[src/rtl/mm_pkg.sv]
// Shared constants and types for the H*q scheduler and its output FIFO.
package mm_pkg;
  localparam int N          = 16;  // signed Q8.8 sample width
  localparam int ROWS       = 4;
  localparam int COLS       = 4;
  localparam int NQ_MAX     = 16;
  localparam int HQ_BEATS   = 8;   // result beats returned per q index
  localparam int FIFO_DEPTH = 8;

  typedef enum logic [2:0] {
    ST_IDLE,
    ST_LOAD,
    ST_ISSUE,
    ST_FEED,
    ST_COLLECT,
    ST_DRAIN,
    ST_FIN
  } state_t;

  typedef struct packed {
    logic signed [N-1:0] r;
    logic signed [N-1:0] i;
  } cplx_t;

  typedef struct packed {
    logic [3:0] q;
    logic [2:0] idx;
    logic       last;
    cplx_t      s;
  } out_beat_t;
endpackage

[src/rtl/hq_out_fifo.sv]
// 8-deep synchronous FIFO holding tagged result beats; head entry is always
// visible on o_dout, so a pushed beat appears one cycle after the push.
module hq_out_fifo
  import mm_pkg::*;
(
  input  logic      clk,
  input  logic      rst_n,
  input  logic      i_push,
  input  out_beat_t i_din,
  input  logic      i_pop,
  output out_beat_t o_dout,
  output logic      o_empty,
  output logic      o_full
);
  localparam int AW = $clog2(FIFO_DEPTH);
  localparam logic [AW:0] FULL_CNT = (AW+1)'(FIFO_DEPTH);

  out_beat_t     r_mem [FIFO_DEPTH];
  logic [AW-1:0] r_wr_ptr;
  logic [AW-1:0] r_rd_ptr;
  logic [AW:0]   r_count;
  logic          w_do_push;
  logic          w_do_pop;

  assign w_do_push = i_push && !o_full;
  assign w_do_pop  = i_pop && !o_empty;
  assign o_empty   = (r_count == '0);
  assign o_full    = (r_count == FULL_CNT);
  assign o_dout    = r_mem[r_rd_ptr];

  // Storage, pointers and occupancy; storage clears on reset so the head reads zero.
  always_ff @(posedge clk or negedge rst_n) begin
    if (!rst_n) begin
      for (int k = 0; k < FIFO_DEPTH; k++) r_mem[k] <= '0;
      r_wr_ptr <= '0;
      r_rd_ptr <= '0;
      r_count  <= '0;
    end else begin
      if (w_do_push) begin
        r_mem[r_wr_ptr] <= i_din;
        r_wr_ptr        <= r_wr_ptr + 1'b1;
      end
      if (w_do_pop) r_rd_ptr <= r_rd_ptr + 1'b1;
      case ({w_do_push, w_do_pop})
        2'b10:   r_count <= r_count + 1'b1;
        2'b01:   r_count <= r_count - 1'b1;
        default: r_count <= r_count;
      endcase
    end
  end
endmodule

[src/rtl/hq_scheduler.sv]
// Loads a 4x4 complex H, then for each q index starts the matrix multiplier,
// replays H to it, and forwards its 8 result beats through a tagged FIFO.
// Output handshake: a beat moves only on a cycle where out_valid && out_ready;
// while out_valid is high and out_ready low, every out_* signal holds its value.
module hq_scheduler
  import mm_pkg::*;
#(
  parameter int N      = mm_pkg::N,
  parameter int ROWS   = mm_pkg::ROWS,
  parameter int COLS   = mm_pkg::COLS,
  parameter int NQ_MAX = mm_pkg::NQ_MAX
)(
  input  logic         clk,
  input  logic         rst_n,
  input  logic         start,
  input  logic [4:0]   num_q,
  input  logic         H_in_valid,
  input  logic [N-1:0] H_in_r,
  input  logic [N-1:0] H_in_i,
  output logic         busy,
  output logic         done,
  output logic         err,
  output logic         mm_start,
  output logic [3:0]   mm_q_index,
  output logic         mm_H_valid,
  output logic [N-1:0] mm_H_r,
  output logic [N-1:0] mm_H_i,
  input  logic         mm_done,
  input  logic         mm_Hq_valid,
  input  logic [N-1:0] mm_Hq_r,
  input  logic [N-1:0] mm_Hq_i,
  output logic         out_valid,
  input  logic         out_ready,
  output logic [3:0]   out_q,
  output logic [2:0]   out_idx,
  output logic [N-1:0] out_r,
  output logic [N-1:0] out_i,
  output logic         out_last
);
  localparam int H_DEPTH = ROWS * COLS;
  localparam int HW      = $clog2(H_DEPTH);
  localparam int QW      = $clog2(NQ_MAX + 1);
  localparam logic [HW-1:0] H_LAST     = HW'(H_DEPTH - 1);
  localparam logic [3:0]    BEATS_FULL = 4'(HQ_BEATS);

  state_t        r_state;
  state_t        w_next_state;
  logic [HW-1:0] r_h_cnt;    // LOAD write address, then FEED read address
  logic [3:0]    r_beat;     // result beats accepted for the current q
  logic [QW-1:0] r_num_q;
  logic [QW-1:0] r_q;
  logic          r_err;
  cplx_t         r_hbuf [H_DEPTH];

  logic          w_beat_accept;
  logic [3:0]    w_beats_rcvd;
  logic          w_last;
  logic          w_fifo_push;
  logic          w_fifo_pop;
  logic          w_fifo_empty;
  logic          w_fifo_full;
  out_beat_t     w_push_beat;
  out_beat_t     w_fifo_dout;

  assign w_beat_accept = mm_Hq_valid && (r_beat != BEATS_FULL) && !w_fifo_full;
  assign w_beats_rcvd  = r_beat + {3'b000, w_beat_accept};
  assign w_last        = (r_beat == 4'd7) && (r_q == r_num_q - 1'b1);
  assign w_push_beat   = {r_q[3:0], r_beat[2:0], w_last, mm_Hq_r, mm_Hq_i};

  assign err        = r_err;
  assign mm_q_index = r_q[3:0];
  assign mm_H_r     = (r_state == ST_FEED) ? r_hbuf[r_h_cnt].r : '0;
  assign mm_H_i     = (r_state == ST_FEED) ? r_hbuf[r_h_cnt].i : '0;

  assign out_valid  = !w_fifo_empty;
  assign w_fifo_pop = out_valid && out_ready;
  assign out_q      = w_fifo_dout.q;
  assign out_idx    = w_fifo_dout.idx;
  assign out_last   = w_fifo_dout.last;
  assign out_r      = w_fifo_dout.s.r;
  assign out_i      = w_fifo_dout.s.i;

  // State register.
  always_ff @(posedge clk or negedge rst_n) begin
    if (!rst_n) r_state <= ST_IDLE;
    else        r_state <= w_next_state;
  end

  // Next-state decode and per-state control outputs.
  always_comb begin
    w_next_state = r_state;
    busy         = 1'b1;
    done         = 1'b0;
    mm_start     = 1'b0;
    mm_H_valid   = 1'b0;
    w_fifo_push  = 1'b0;
    unique case (r_state)
      ST_IDLE: begin
        busy = 1'b0;
        if (start) w_next_state = ST_LOAD;
      end
      ST_LOAD: begin
        if (H_in_valid && (r_h_cnt == H_LAST))
          w_next_state = (r_num_q == '0) ? ST_FIN : ST_ISSUE;
      end
      ST_ISSUE: begin
        // Only one q's results may sit in the FIFO at a time.
        if (w_fifo_empty) begin
          mm_start     = 1'b1;
          w_next_state = ST_FEED;
        end
      end
      ST_FEED: begin
        mm_H_valid = 1'b1;
        if (r_h_cnt == H_LAST) w_next_state = ST_COLLECT;
      end
      ST_COLLECT: begin
        w_fifo_push = w_beat_accept;
        if (mm_done) w_next_state = ST_DRAIN;
      end
      ST_DRAIN: begin
        if (r_q != r_num_q)   w_next_state = ST_ISSUE;
        else if (w_fifo_empty) w_next_state = ST_FIN;
      end
      ST_FIN: begin
        done         = 1'b1;
        w_next_state = ST_IDLE;
      end
      default: w_next_state = ST_IDLE;
    endcase
  end

  // Job counters and sticky error flag.
  always_ff @(posedge clk or negedge rst_n) begin
    if (!rst_n) begin
      r_h_cnt <= '0;
      r_beat  <= '0;
      r_num_q <= '0;
      r_q     <= '0;
      r_err   <= 1'b0;
    end else begin
      case (r_state)
        ST_IDLE: begin
          if (start) begin
            r_num_q <= num_q;
            r_q     <= '0;
            r_err   <= 1'b0;
            r_h_cnt <= '0;
          end
        end
        ST_LOAD: begin
          if (H_in_valid) r_h_cnt <= (r_h_cnt == H_LAST) ? '0 : r_h_cnt + 1'b1;
        end
        ST_ISSUE: begin
          if (w_fifo_empty) begin
            r_h_cnt <= '0;
            r_beat  <= '0;
          end
        end
        ST_FEED: begin
          r_h_cnt <= (r_h_cnt == H_LAST) ? '0 : r_h_cnt + 1'b1;
        end
        ST_COLLECT: begin
          if (w_beat_accept) r_beat <= r_beat + 1'b1;
          else if (mm_Hq_valid) r_err <= 1'b1;   // beat beyond the eighth is dropped
          if (mm_done) begin
            if (w_beats_rcvd < BEATS_FULL) r_err <= 1'b1;
            r_q <= r_q + 1'b1;
          end
        end
        default: ;
      endcase
    end
  end

  // H buffer; written only while loading so it survives every q pass.
  always_ff @(posedge clk) begin
    if ((r_state == ST_LOAD) && H_in_valid) r_hbuf[r_h_cnt] <= {H_in_r, H_in_i};
  end

  hq_out_fifo u_out_fifo (
    .clk     (clk),
    .rst_n   (rst_n),
    .i_push  (w_fifo_push),
    .i_din   (w_push_beat),
    .i_pop   (w_fifo_pop),
    .o_dout  (w_fifo_dout),
    .o_empty (w_fifo_empty),
    .o_full  (w_fifo_full)
  );
endmodule

[config.mk]
export PLATFORM = sky130hd
export DESIGN_NAME = hq_scheduler
export DESIGN_NICKNAME = d
export VERILOG_FILES = /design/src/rtl/mm_pkg.sv /design/src/rtl/hq_out_fifo.sv /design/src/rtl/hq_scheduler.sv
export SDC_FILE = /design/constraint.sdc
export NUM_CORES = 1
export LEC_CHECK = 0
export CORE_MARGIN = 4
export CORE_UTILIZATION = 60
export DETAILED_ROUTE_END_ITERATION = 8
export GPL_TIMING_DRIVEN = 1
export PLACE_DENSITY = 0.85
export REMOVE_ABC_BUFFERS = 1
export SETUP_SLACK_MARGIN = 0.15
export SKIP_CTS_REPAIR_TIMING = 1
export SLEW_MARGIN = 10
export SYNTH_ARGS = -nofsm -noshare
export SYNTH_HDL_FRONTEND = slang
export SYNTH_HIERARCHICAL = 1
export SYNTH_SLANG_ARGS = --single-unit
[constraint.sdc]
create_clock -name clk -period 4.94 [get_ports clk]
set_input_delay 0.741 -clock clk [delete_from_list [all_inputs] [get_ports clk]]
set_output_delay 0.741 -clock clk [all_outputs]
set_load 0.01 [all_outputs]
Yosys cells after proc, flatten, opt, wreduce, memory -nomap -nowiden
Memory sizes are Yosys's and may differ from the RTL's.
Index checks and enable logic that the tools add are counted.
{"block": "totals", "ramBits": 512, "mem_count": 1, "reg_bits": 352, "wordCells": 153, "output_inout_bits": 82, "in_bits": 76}
{"memory": "r_hbuf", "depth": 16, "word_bits": 32, "rd": 1, "rd_ports_with_merged_regs": 0, "wr": 1, "line": "hq_scheduler.sv:53", "source": "cplx_t r_hbuf [H_DEPTH];"}
{"block": "classes", "mux": 42, "add_sub_neg": 9, "n_eq_ne": 22, "n_bitwise": 2, "reduce_logical": 24, "order_cmp": 4}
{"operator": "$bwmux W320", "n": 1}
{"operator": "$bmux W40 S3", "n": 1}
{"operator": "$demux W40 S3", "n": 1}
{"operator": "$mux W40", "n": 3}
{"operator": "$mux W16", "n": 2}
{"operator": "$mux W3", "n": 8}
{"operator": "$mux W4", "n": 5}
{"operator": "$pmux W3 S6", "n": 1}
{"operator": "$pmux W4 S2", "n": 2}
{"operator": "$pmux W4 S4", "n": 1}
{"operator": "$mux W1", "n": 13}
{"operator": "$add A4 B1 Y4 const B", "n": 3}
{"operator": "$mux W5", "n": 2}
{"operator": "$ne A2 B2 Y1 const B", "n": 5}
{"operator": "$pmux W5 S2", "n": 1}
{"operator": "$eq A3 B3 Y1 const B", "n": 3}
{"operator": "$logic_and A1 B1 Y1", "n": 9}
{"operator": "$eq A4 B4 Y1 const B", "n": 2}
{"operator": "$ge A4 B4 Y1 const B", "n": 2}
{"operator": "$not A3 Y4", "n": 2}
{"operator": "$add A3 B1 Y3 const B", "n": 2}
{"operator": "$eq A3 B2 Y1 const B", "n": 2}
{"operator": "$reduce_and A3 Y1", "n": 2}
{"operator": "$reduce_and A6 Y1", "n": 1}
{"operator": "other kinds (24)", "n": 29}

Depth between registers and ports, before layout
Gate-level depths: netlist of run 1.
{"block": "logic_depth", "ltp_word": 8, "ltp_mapped": 12, "depth_no_buf": 11}

Hierarchy
Netlist of run 1, hierarchy kept.
{"mod": "hq_scheduler", "area_each_um2": 21189.1, "n_inst": 1, "cells_per_inst": 1045}
{"mod": "hq_out_fifo", "area_each_um2": 15169.5, "n_inst": 1, "cells_per_inst": 882}

Worst setup path before layout of run 1
Ideal clock, no wire load.
{"block": "synth_path", "kind": "input to register", "startpoint": "in H_in_valid", "endpoint": "mem r_hbuf[0][0] (netlist name), enable pin", "n_path_buf": 0, "t_arrival_ps": 3499, "slack_ps": 980, "setup_time_ps": 461, "path_stages": 4, "path_cell_list": "and2_1 > nor3b_2 > nand2_1 > nor3_1"}
{"block": "synth_via", "elab_chain_cells": 3}
{"item": "start: declaration", "line": "hq_scheduler.sv:17", "source": "input logic H_in_valid,"}
{"item": "$logic_and A1 B1 Y1", "line": "hq_scheduler.sv:178", "source": "if ((r_state == ST_LOAD) && H_in_valid) r_hbuf[r_h_cnt] <= {H_in_r, H_in_i};"}
{"item": "$mux W1", "line": "hq_scheduler.sv:178"}
{"item": "$mux W1 (not written as such)", "line": "hq_scheduler.sv:178"}
{"item": "end: declaration", "line": "hq_scheduler.sv:53"}
No other way between the ends.

Worst setup path after layout of run 1
{"block": "layout_path", "startpoint": "reg r_h_cnt[1]", "endpoint": "out mm_H_r[12]"}
{"block": "layout_via", "elab_chain_cells": 2}
{"item": "start: declaration", "line": "hq_scheduler.sv:48", "source": "logic [HW-1:0] r_h_cnt;"}
{"item": "start signal: assignment", "line": "hq_scheduler.sv:152", "source": "if (H_in_valid) r_h_cnt <= (r_h_cnt == H_LAST) ? '0 : r_h_cnt + 1'b1;"}
{"item": "start signal: assignment", "line": "hq_scheduler.sv:161", "source": "r_h_cnt <= (r_h_cnt == H_LAST) ? '0 : r_h_cnt + 1'b1;"}
{"item": "$mem_v2 Z16 W32"}
{"item": "$mux W16", "line": "hq_scheduler.sv:72", "source": "assign mm_H_r = (r_state == ST_FEED) ? r_hbuf[r_h_cnt].r : '0;"}
{"item": "end: declaration", "line": "hq_scheduler.sv:26", "source": "output logic [N-1:0] mm_H_r,"}
No other way between the ends.

==> results.json, run 1 <==
{
  "grt_pass1_vias": 20500,
  "cp.arrival_ns": 3.75,
  "ant_nets": 0,
  "yosysTopAreaCellShare_pct": 42.3,
  "clock_path_buffers": 3,
  "netlist_area_um2": 36400,
  "min_period_ns": 4.50,
  "multi_input_area_um2": 11300,
  "critical_path_class": "register to primary output",
  "startpoint_type": "register",
  "gp_congestion": 0.769,
  "avgSynthCellArea_um2": 18.9,
  "setup_viol": 0,
  "fin_util_pct": 69.9,
  "coreArea_um2": 59500,
  "ys_warn_count": 6,
  "htree_levels": 3,
  "wl_per_cell_um": 27.3,
  "nets": 2191,
  "hp-class": "input port to async pin",
  "worst-path-buf-inv": 2,
  "synth-seq-cells": 864,
  "synth_edf_count": 512,
  "fillers": 3494,
  "clockRootBuffer": "clkbuf_16",
  "overflow": 0,
  "cp_top_family": "flip-flops",
  "start_util_pct": 61.1,
  "antenna_found_initial": 1,
  "drtIter0Drc": 1991,
  "die_area_um2": 64600,
  "die_h_um": 254,
  "routed_via_density": 6.49,
  "cp_cell_sequence": "buf_12, mux4_2, mux2i_1, o21ai_0, clkdlybuf4s50_1",
  "finClkSkew_ns": 0.0387,
  "r2r-start": "u_out_fifo/r_count[3]",
  "leakage_uw": 0.0161,
  "worstRegToRegCells": 9,
  "clkSinkCount": 864,
  "grt_use_total_pct": 25.3,
  "hold_viol": 0,
  "cap_violations": 0,
  "row_count": 89,
  "dpl.hpwl_um": 43200,
  "grt_start_max_net_pins": 132,
  "io_pins": 158,
  "yosysSeqAreaShare_pct": 66.5,
  "slew_headroom_pct": 21.9,
  "grt_pass1_wl_um": 124000,
  "worst_pin_slew_ns": 1.17,
  "numCtsBuffers": 87,
  "outcome": "finished clean",
  "synthArstFlopShare_pct": 40.7,
  "vias": 19100,
  "portBuffers": 157,
  "clk_latency_ns": 0.63,
  "die-width_um": 254,
  "drc": 0,
  "synthFlopType": "edfxtp_1",
  "r2r-end": "u_out_fifo/r_mem[237]",
  "cp.required_ns": 4.20,
  "timing.fmax_mhz": 222,
  "rsz0062_at_grt": "false",
  "ys_types": 64,
  "synth_area_leaders": "edfxtp_1 (42%), dfrtp_1 (24%), mux4_2 (11%)",
  "syn_inst": 1927,
  "finalCritPeriodShare_pct": 91.0,
  "ir_drop_v": 0.000436,
  "rrSetupSlack_ns": 1.18,
  "drive_gt1_share_pct": 35.2,
  "total_power_uw": 20200,
  "dr.pass1.iters": 5,
  "crit_slowest_cell": "dfrtp_4",
  "seqCellArea_um2": 24200,
  "area_delta_synth_final_pct": 14.3,
  "slew_viol_final": 0,
  "totalWireLength_um": 80400,
  "clkTransAtPathRegs_ns": 0.06,
  "diodes": 0,
  "max_stage_delay_ns": 1.00,
  "critPathCaptureType": "primary output",
  "synth_area_leader_cell": "edfxtp_1",
  "powerDensity_nw_per_um2": 486,
  "cp_max_fo": 47,
  "cts_tree": "built"
}
## power breakdown
part,switching (µW),internal [µW]
Sequential,650,8100
Clock,2780,3970
Combinational,2440,2280
Total,5870,14300
## cell families (layout without fill, tap and decap cells)
family                     after synthesis  count (layout)  share of synthesized area (%)
AOI/OAI and AO/OA                      136             136                           2.58
xor gates and xnor gates                17              17                          0.410
adders and majority gates               14              14                          0.502
buffers and inverters                  139             384                           2.67
DFF                                    864             864                           66.5
muxes                                  638             638                           25.4
and+or+nand+nor                        119             119                           1.94
## flip-flops by register name (all words and copies together) (netlist names)
name and count:
err 1, r_beat 4, r_h_cnt 4, r_hbuf 512, r_num_q 5, r_q 5
r_state 3, u_out_fifo/r_count 4, u_out_fifo/r_mem 320, u_out_fifo/r_rd_ptr 3, u_out_fifo/r_wr_ptr 3
## metal layers
layer,up-vias,track usage [%],routed length [µm]
met5,-,0,13
met4,2,8.39,2420
met3,190,4.64,5480
met2,846,42.7,41400
met1,10100,34.1,31100
li1,7979,-,-
## layout make-up
cell class	instances	area share, %
flip-flops and latches	864	58.2
multi-input cells	924	27.3
clock buffers	108	5.62
well taps	773	2.33
repair buffers	207	4.88
inverters	17	0.166
clock inverters	52	1.52
## cell usage after synthesis (3+ instances only)
cell / instances
buf_6: 33
o211ai_1: 35
clkbuf_1: 34
buf_4: 22
and2_1: 3
nor2b_1: 8
nand2_1: 29
a21oi_1: 4
nor2_1: 22
buf_2: 26
nor3_1: 7
mux2i_1: 97
o21ai_0: 42
o21ai_1: 3
dfrtp_1: 352
xnor2_1: 10
nor3b_1: 4
a31oi_1: 3
nand4b_1: 3
nand2b_1: 5
mux2_2: 314
edfxtp_1: 512
nand3_1: 12
or3_1: 4
a22oi_1: 32
mux2_4: 49
buf_12: 5
inv_1: 15
mux4_2: 176
ha_1: 13
nand4_1: 5
xor2_1: 7
## how the worst max path moves through the flow
stage / start / endpoint / slack, ns / cells after the start
2_1_floorplan: r_h_cnt[1] / r_hbuf[3][0] / -4.27 / 3
3_3_place_gp: mm_Hq_valid / u_out_fifo/r_mem[204] / 1.12 / 8
3_5_place_dp: mm_Hq_valid / u_out_fifo/r_mem[204] / 1.02 / 8
4_1_cts: r_h_cnt[1] / mm_H_r[12] / 0.45 / 5
5_1_grt: r_h_cnt[1] / mm_H_r[4] / 0.29 / 5
6_report: r_h_cnt[1] / mm_H_r[12] / 0.44 / 5
## through the flow
stage	cells	hold slack [ns]	cell area [µm²]	worst slack (ns)	setup TNS [ns]
floorplan	1805	0.445	35500	-4.27	-1598.60
global placement	2785	0.463	38600	1.12	0
detailed placement	2785	0.480	38600	1.02	0
CTS	2945	0.259	41600	0.447	0
global route	2945	0.296	41600	0.287	0
finish	2945	0.228	41600	0.445	0
## cell usage in the layout, fill, tap and decap left out, types with 13 or more instances in the layout
| master | Yosys | final |
|---|---|---|
| clkinv_2 | 0 | 17 |
| mux2_4 | 49 | 49 |
| mux2i_1 | 97 | 97 |
| clkbuf_16 | 0 | 87 |
| edfxtp_1 | 512 | 512 |
| mux2_2 | 314 | 314 |
| a22oi_1 | 32 | 32 |
| dfrtp_1 | 352 | 347 |
| o211ai_1 | 35 | 35 |
| mux4_2 | 176 | 176 |
| nand2_1 | 29 | 29 |
| clkbuf_1 | 34 | 13 |
| buf_4 | 22 | 44 |
| clkdlybuf4s50_1 | 0 | 156 |
| o21ai_0 | 42 | 42 |
| inv_1 | 15 | 15 |
| ha_1 | 13 | 13 |
(Power assumes the default switching activity.)
==> inputs of run 2 (changes only) <==
--- a/config.mk
+++ b/config.mk
@@ -5,13 +5,13 @@
 export SDC_FILE = /design/constraint.sdc
 export NUM_CORES = 1
 export LEC_CHECK = 0
-export CORE_MARGIN = 4
+export CORE_MARGIN = 2
 export CORE_UTILIZATION = 60
 export DETAILED_ROUTE_END_ITERATION = 8
 export GPL_TIMING_DRIVEN = 1
 export PLACE_DENSITY = 0.85
 export REMOVE_ABC_BUFFERS = 1
-export SETUP_SLACK_MARGIN = 0.15
+export SETUP_SLACK_MARGIN = 0.1
 export SKIP_CTS_REPAIR_TIMING = 1
 export SLEW_MARGIN = 10
 export SYNTH_ARGS = -nofsm -noshare
==> run 2 against run 1 <==
Against the previous run: cell area up 0.11%; clock-buffer cell count increased by 4; total power fell by 0.28%; sequential share of layout area down 0.061 points; cell count up 0.48%; critical path type unchanged; critical endpoint is now mm_H_r[5].
==> results.json, run 2 (same netlist as run 1, synthesis figures left out) <==
{
  "outcome": "finished clean",
  "slew_viol_final": 0,
  "area_delta_synth_final_pct": 14.4,
  "worst_pin_slew_ns": 1.13,
  "wl_per_cell_um": 27.5,
  "powerDensity_nw_per_um2": 485,
  "cp.required_ns": 4.20,
  "timing.fmax_mhz": 220,
  "use_met2_pct": 45.2,
  "finalSetupTns_ns": 0,
  "cts_tree": "built",
  "clock_path_buffers": 3,
  "htree_levels": 3,
  "use_met3_pct": 4.43,
  "die-width_um": 250,
  "final_common_cell": "edfxtp_1",
  "startpoint_type": "register",
  "clkSinkCount": 864,
  "r2r-start": "u_out_fifo/r_count[0]",
  "gp_congestion": 0.766,
  "start_util_pct": 60.5,
  "drtIter0Drc": 1577,
  "cap_violations": 0,
  "grt_start_max_net_pins": 131,
  "drive_gt1_share_pct": 35.1,
  "clk_latency_ns": 0.64,
  "rrSetupSlack_ns": 1.25,
  "finalCritPeriodShare_pct": 92.0,
  "whs_ns": 0.191,
  "ir_drop_v": 0.000521,
  "finClkSkew_ns": 0.0311,
  "largest_register_ffs": 512,
  "critPathCaptureType": "primary output",
  "drc": 0,
  "clkTransAtPathRegs_ns": 0.06,
  "leakage_uw": 0.0161,
  "hp-class": "input port to async pin",
  "ant_nets": 0,
  "totalWireLength_um": 81400,
  "rsz0062_at_grt": "false",
  "critical_path_class": "register to primary output",
  "die_area_um2": 62600,
  "min_period_ns": 4.55,
  "routed_via_density": 6.49,
  "portBuffers": 157,
  "final_cell_mix": "edfxtp_1 (512), dfrtp_1 (347), mux2_2 (314), mux4_2 (176), clkdlybuf4s50_1 (156)",
  "die_h_um": 250,
  "row_count": 90,
  "grt_pass1_vias": 20600,
  "grt_use_total_pct": 26.6,
  "top_register": "r_hbuf",
  "reg_top3": "r_hbuf x512, u_out_fifo/r_mem x320",
  "numCtsBuffers": 86,
  "gr-usage-met1_pct": 34.2,
  "cp-endpoint": "mm_H_r[5]",
  "coreArea_um2": 60100,
  "dr.pass1.iters": 8,
  "io_pins": 158,
  "setup_viol": 0,
  "clockRootBuffer": "clkbuf_16",
  "antenna_found_initial": 6,
  "overflow": 0,
  "vias": 19200,
  "critPathLaunch": "r_h_cnt[1]",
  "r2r-end": "u_out_fifo/r_count[3]",
  "cp_max_fo": 52,
  "dpl.hpwl_um": 44400,
  "grt_pass1_wl_um": 125000,
  "hold_viol": 0,
  "slew_headroom_pct": 24.5,
  "worstRegToRegCells": 11,
  "fillers": 3606,
  "nets": 2194,
  "busiest_layer": "met2",
  "cp.arrival_ns": 3.81
}
-- run 2: cell types whose count changed in the layout (fill, tap and decap cells not counted), moves of 2 or more --
| cell | before | now |
|---|---|---|
| inv_6 | 2 | 0 |
| clkinvlp_4 | 4 | 2 |
| bufinv_16 | 11 | 9 |
| clkbuf_16 | 87 | 89 |
| clkinv_4 | 5 | 2 |
| diode_2 | 0 | 6 |
| buf_12 | 6 | 9 |
-- run 2: routing by layer --
layer / up-vias / routed length, µm / share of wire (%)
met5: - / 0 / 0
met4: 0 / 3270 / 4.0
met3: 194 / 5250 / 6.4
met2: 886 / 42000 / 52
met1: 10200 / 31000 / 38
li1: 7979 / - / -
-- run 2: critical path, cell delays in order, from the launching register on --
cell and delay [ns]:
dfrtp_4 1.10, buf_4 0.39, mux4_2 0.55, o211ai_1 0.21, o21ai_0 0.27, clkdlybuf4s50_1 0.61
-- run 2: metrics by stage --
stage / util (%) / power, µW / instances / area (µm²) / setup WS (ns)
2_1_floorplan: - / 12100 / 1805 / 35500 / -4.27
3_3_place_gp: 64.3 / 13400 / 2798 / 38700 / 1.27
3_5_place_dp: 64.3 / 13600 / 2798 / 38700 / 1.11
4_1_cts: 69.2 / 20300 / 2953 / 41600 / 0.343
5_1_grt: 69.2 / 20900 / 2958 / 41600 / 0.243
6_report: 69.2 / 20200 / 2959 / 41600 / 0.393
-- run 2: where the power goes --
| part | internal, µW | switching (µW) |
|---|---|---|
| Clock | 3920 | 2760 |
| Combinational | 2290 | 2470 |
| Sequential | 8100 | 629 |
-- run 2: cell type report --
class | count | area (µm²) | share of cell area [%]
clock buffers | 112 | 2400 | 5.78
inverters | 17 | 68.8 | 0.165
clock inverters | 43 | 510 | 1.23
multi-input cells | 924 | 11300 | 27.3
well taps | 782 | 978 | 2.35
flip-flops and latches | 864 | 24200 | 58.2
diodes | 6 | 15.0 | 0.0361
repair buffers | 211 | 2090 | 5.03
-- run 2: worst min-delay path by stage --
stage | from | end | slack, ns
floorplan | rst_n | err | 0.45
global placement | u_out_fifo/r_mem[178] | u_out_fifo/r_mem[178] | 0.46
detailed placement | u_out_fifo/r_mem[239] | u_out_fifo/r_mem[239] | 0.49
CTS | rst_n | u_out_fifo/r_mem[296] | 0.23
global route | rst_n | u_out_fifo/r_mem[296] | 0.26
finish | rst_n | u_out_fifo/r_mem[296] | 0.19
==> inputs of run 3 (changes only) <==
--- a/config.mk
+++ b/config.mk
@@ -7,6 +7,7 @@
 export LEC_CHECK = 0
 export CORE_MARGIN = 2
 export CORE_UTILIZATION = 60
+export CTS_BUF_LIST = sky130_fd_sc_hd__clkbuf_2
 export DETAILED_ROUTE_END_ITERATION = 8
 export GPL_TIMING_DRIVEN = 1
 export PLACE_DENSITY = 0.85
==> run 3 against run 2 <==
Against the previous run: via count up 1.7%; sequential power fell by 1%; register-to-register slack better by 0.03 ns; clock-buffer cell count increased by 181; die area stayed put; critical path depth increased by 1; non-clock buffer count up 7; worst setup slack worse by 0.17 ns; combinational power increased by 4%; largest power group unchanged.
==> results.json, run 3 (same netlist as run 1, synthesis figures left out) <==
{
  "io_pins": 158,
  "reg_top3": "r_hbuf x512, u_out_fifo/r_mem x320",
  "max_stage_delay_ns": 0.65,
  "rsz0062_at_grt": "true",
  "critPathCaptureType": "primary output",
  "min_period_ns": 4.72,
  "cp_max_fo": 21,
  "cap_violations": 0,
  "dp_cells": 2798,
  "finalSetupTns_ns": 0,
  "grt_pass1_vias": 21100,
  "grt_pass1_wl_um": 120000,
  "routed_via_density": 6.17,
  "cp_cell_sequence": "buf_4, inv_2, buf_6, mux2i_1, o21ai_0, clkdlybuf4s50_1",
  "finish.instance_area_um2": 40700,
  "largest_register_ffs": 512,
  "coreArea_um2": 60100,
  "cp.arrival_ns": 3.98,
  "setup_ws_ns": 0.222,
  "r2r-end": "u_out_fifo/r_count[3]",
  "placed_cell_area_um2": 38700,
  "stdcell_count": 3167,
  "startpoint_type": "register",
  "area_delta_synth_final_pct": 12.0,
  "critPathLaunch": "r_h_cnt[0]",
  "ant_nets": 0,
  "drc": 0,
  "outcome": "finished clean",
  "drtIter0Drc": 1428,
  "wl_per_cell_um": 24.6,
  "worst_pin_slew_ns": 1.15,
  "nets": 2317,
  "clkSinkCount": 864,
  "antenna_found_initial": 11,
  "finClkSkew_ns": 0.0795,
  "vias": 19500,
  "clockRootBuffer": "clkbuf_2",
  "drive_gt1_share_pct": 40.1,
  "die_area_um2": 62600,
  "slew_headroom_pct": 23.0,
  "worstRegToRegCells": 11,
  "fillers": 3843,
  "critical_path_class": "register to primary output",
  "finalCritPeriodShare_pct": 95.5,
  "powerDensity_nw_per_um2": 445,
  "hold_viol": 0,
  "r2r-start": "u_out_fifo/r_count[0]",
  "cp-endpoint": "mm_H_r[5]",
  "clkTransAtPathRegs_ns": 0.09,
  "slew_viol_final": 0,
  "clk_latency_ns": 1.38,
  "place_ws_ns": 1.11,
  "grt_use_total_pct": 25.4,
  "top_register": "r_hbuf",
  "crit_slowest_cell": "clkdlybuf4s50_1",
  "row_count": 90,
  "hp-class": "input port to async pin",
  "dr.pass1.iters": 5,
  "overflow": 0,
  "numCtsBuffers": 202,
  "final_common_cell": "edfxtp_1",
  "die-width_um": 250,
  "leakage_uw": 0.0162,
  "ir_drop_v": 0.000391,
  "cp.required_ns": 4.20,
  "gp_congestion": 0.766,
  "clock_path_buffers": 3,
  "htree_levels": 4,
  "whs_ns": 0.00386,
  "start_util_pct": 60.5,
  "die_h_um": 250,
  "final_cell_mix": "edfxtp_1 (512), dfrtp_1 (347), mux2_2 (314), clkbuf_2 (293), mux4_2 (176)",
  "timing.fmax_mhz": 212,
  "cts_tree": "built",
  "totalWireLength_um": 77900,
  "setup_viol": 0,
  "portBuffers": 157,
  "grt_start_max_net_pins": 131,
  "dpl.hpwl_um": 44400,
  "rrSetupSlack_ns": 1.28
}
run 3: changes by cell type in the layout (fill, tap and decap cells not counted), moves of 6 or more:
cell / change
clkbuf_1: -14
clkinv_1: +28
clkbuf_8: -9
clkbuf_16: -89
buf_6: +6
clkinv_2: -7
buf_4: -6
clkbuf_2: +293
run 3: power breakdown:
| part | internal [µW] | switching [µW] |
|---|---|---|
| Combinational | 2380 | 2560 |
| Clock | 1830 | 2780 |
| Sequential | 8090 | 513 |
run 3: layout make-up:
| cell class | count | area, µm² | share of cell area, % |
|---|---|---|---|
| inverters | 17 | 68.8 | 0.169 |
| clock inverters | 62 | 409 | 1.00 |
| repair buffers | 218 | 2240 | 5.50 |
| clock buffers | 293 | 1470 | 3.60 |
| well taps | 782 | 978 | 2.40 |
| multi-input cells | 924 | 11300 | 27.9 |
| diodes | 7 | 17.5 | 0.0430 |
| flip-flops and latches | 864 | 24200 | 59.4 |
run 3: metal layers:
layer	routed length [µm]	global-route usage, %
met4	2440	12.0
met1	30100	32.1
met5	59	0
met2	40200	42.5
met3	5150	5.35
run 3: how the worst min path moves through the flow:
stage                               start               endpoint  slack [ns]  cells after the start
floorplan                           rst_n                    err        0.45                      0
CTS                                 rst_n  u_out_fifo/r_mem[296]       -0.63                      1
global placement    u_out_fifo/r_mem[178]  u_out_fifo/r_mem[178]        0.46                      1
finish                              rst_n  u_out_fifo/r_mem[296]       0.004                      2
detailed placement  u_out_fifo/r_mem[239]  u_out_fifo/r_mem[239]        0.49                      1
global route                     num_q[3]             r_num_q[3]       -0.01                      2
run 3: worst max-delay path: cells and delay by family, from the launching register on:
| kind | cells | cell delay (ns) |
|---|---|---|
| DFF | 1 | 0.38 |
| muxes | 1 | 0.13 |
| AOI/OAI and AO/OA | 1 | 0.41 |
| buffers and inverters | 4 | 1.69 |
run 3: through the flow:
step	util (%)	power, µW
after floorplan	-	12100
after global placement	64.3	13400
after detailed placement	64.3	13600
after CTS	67.4	18200
after global routing	67.7	19000
final	67.7	18100
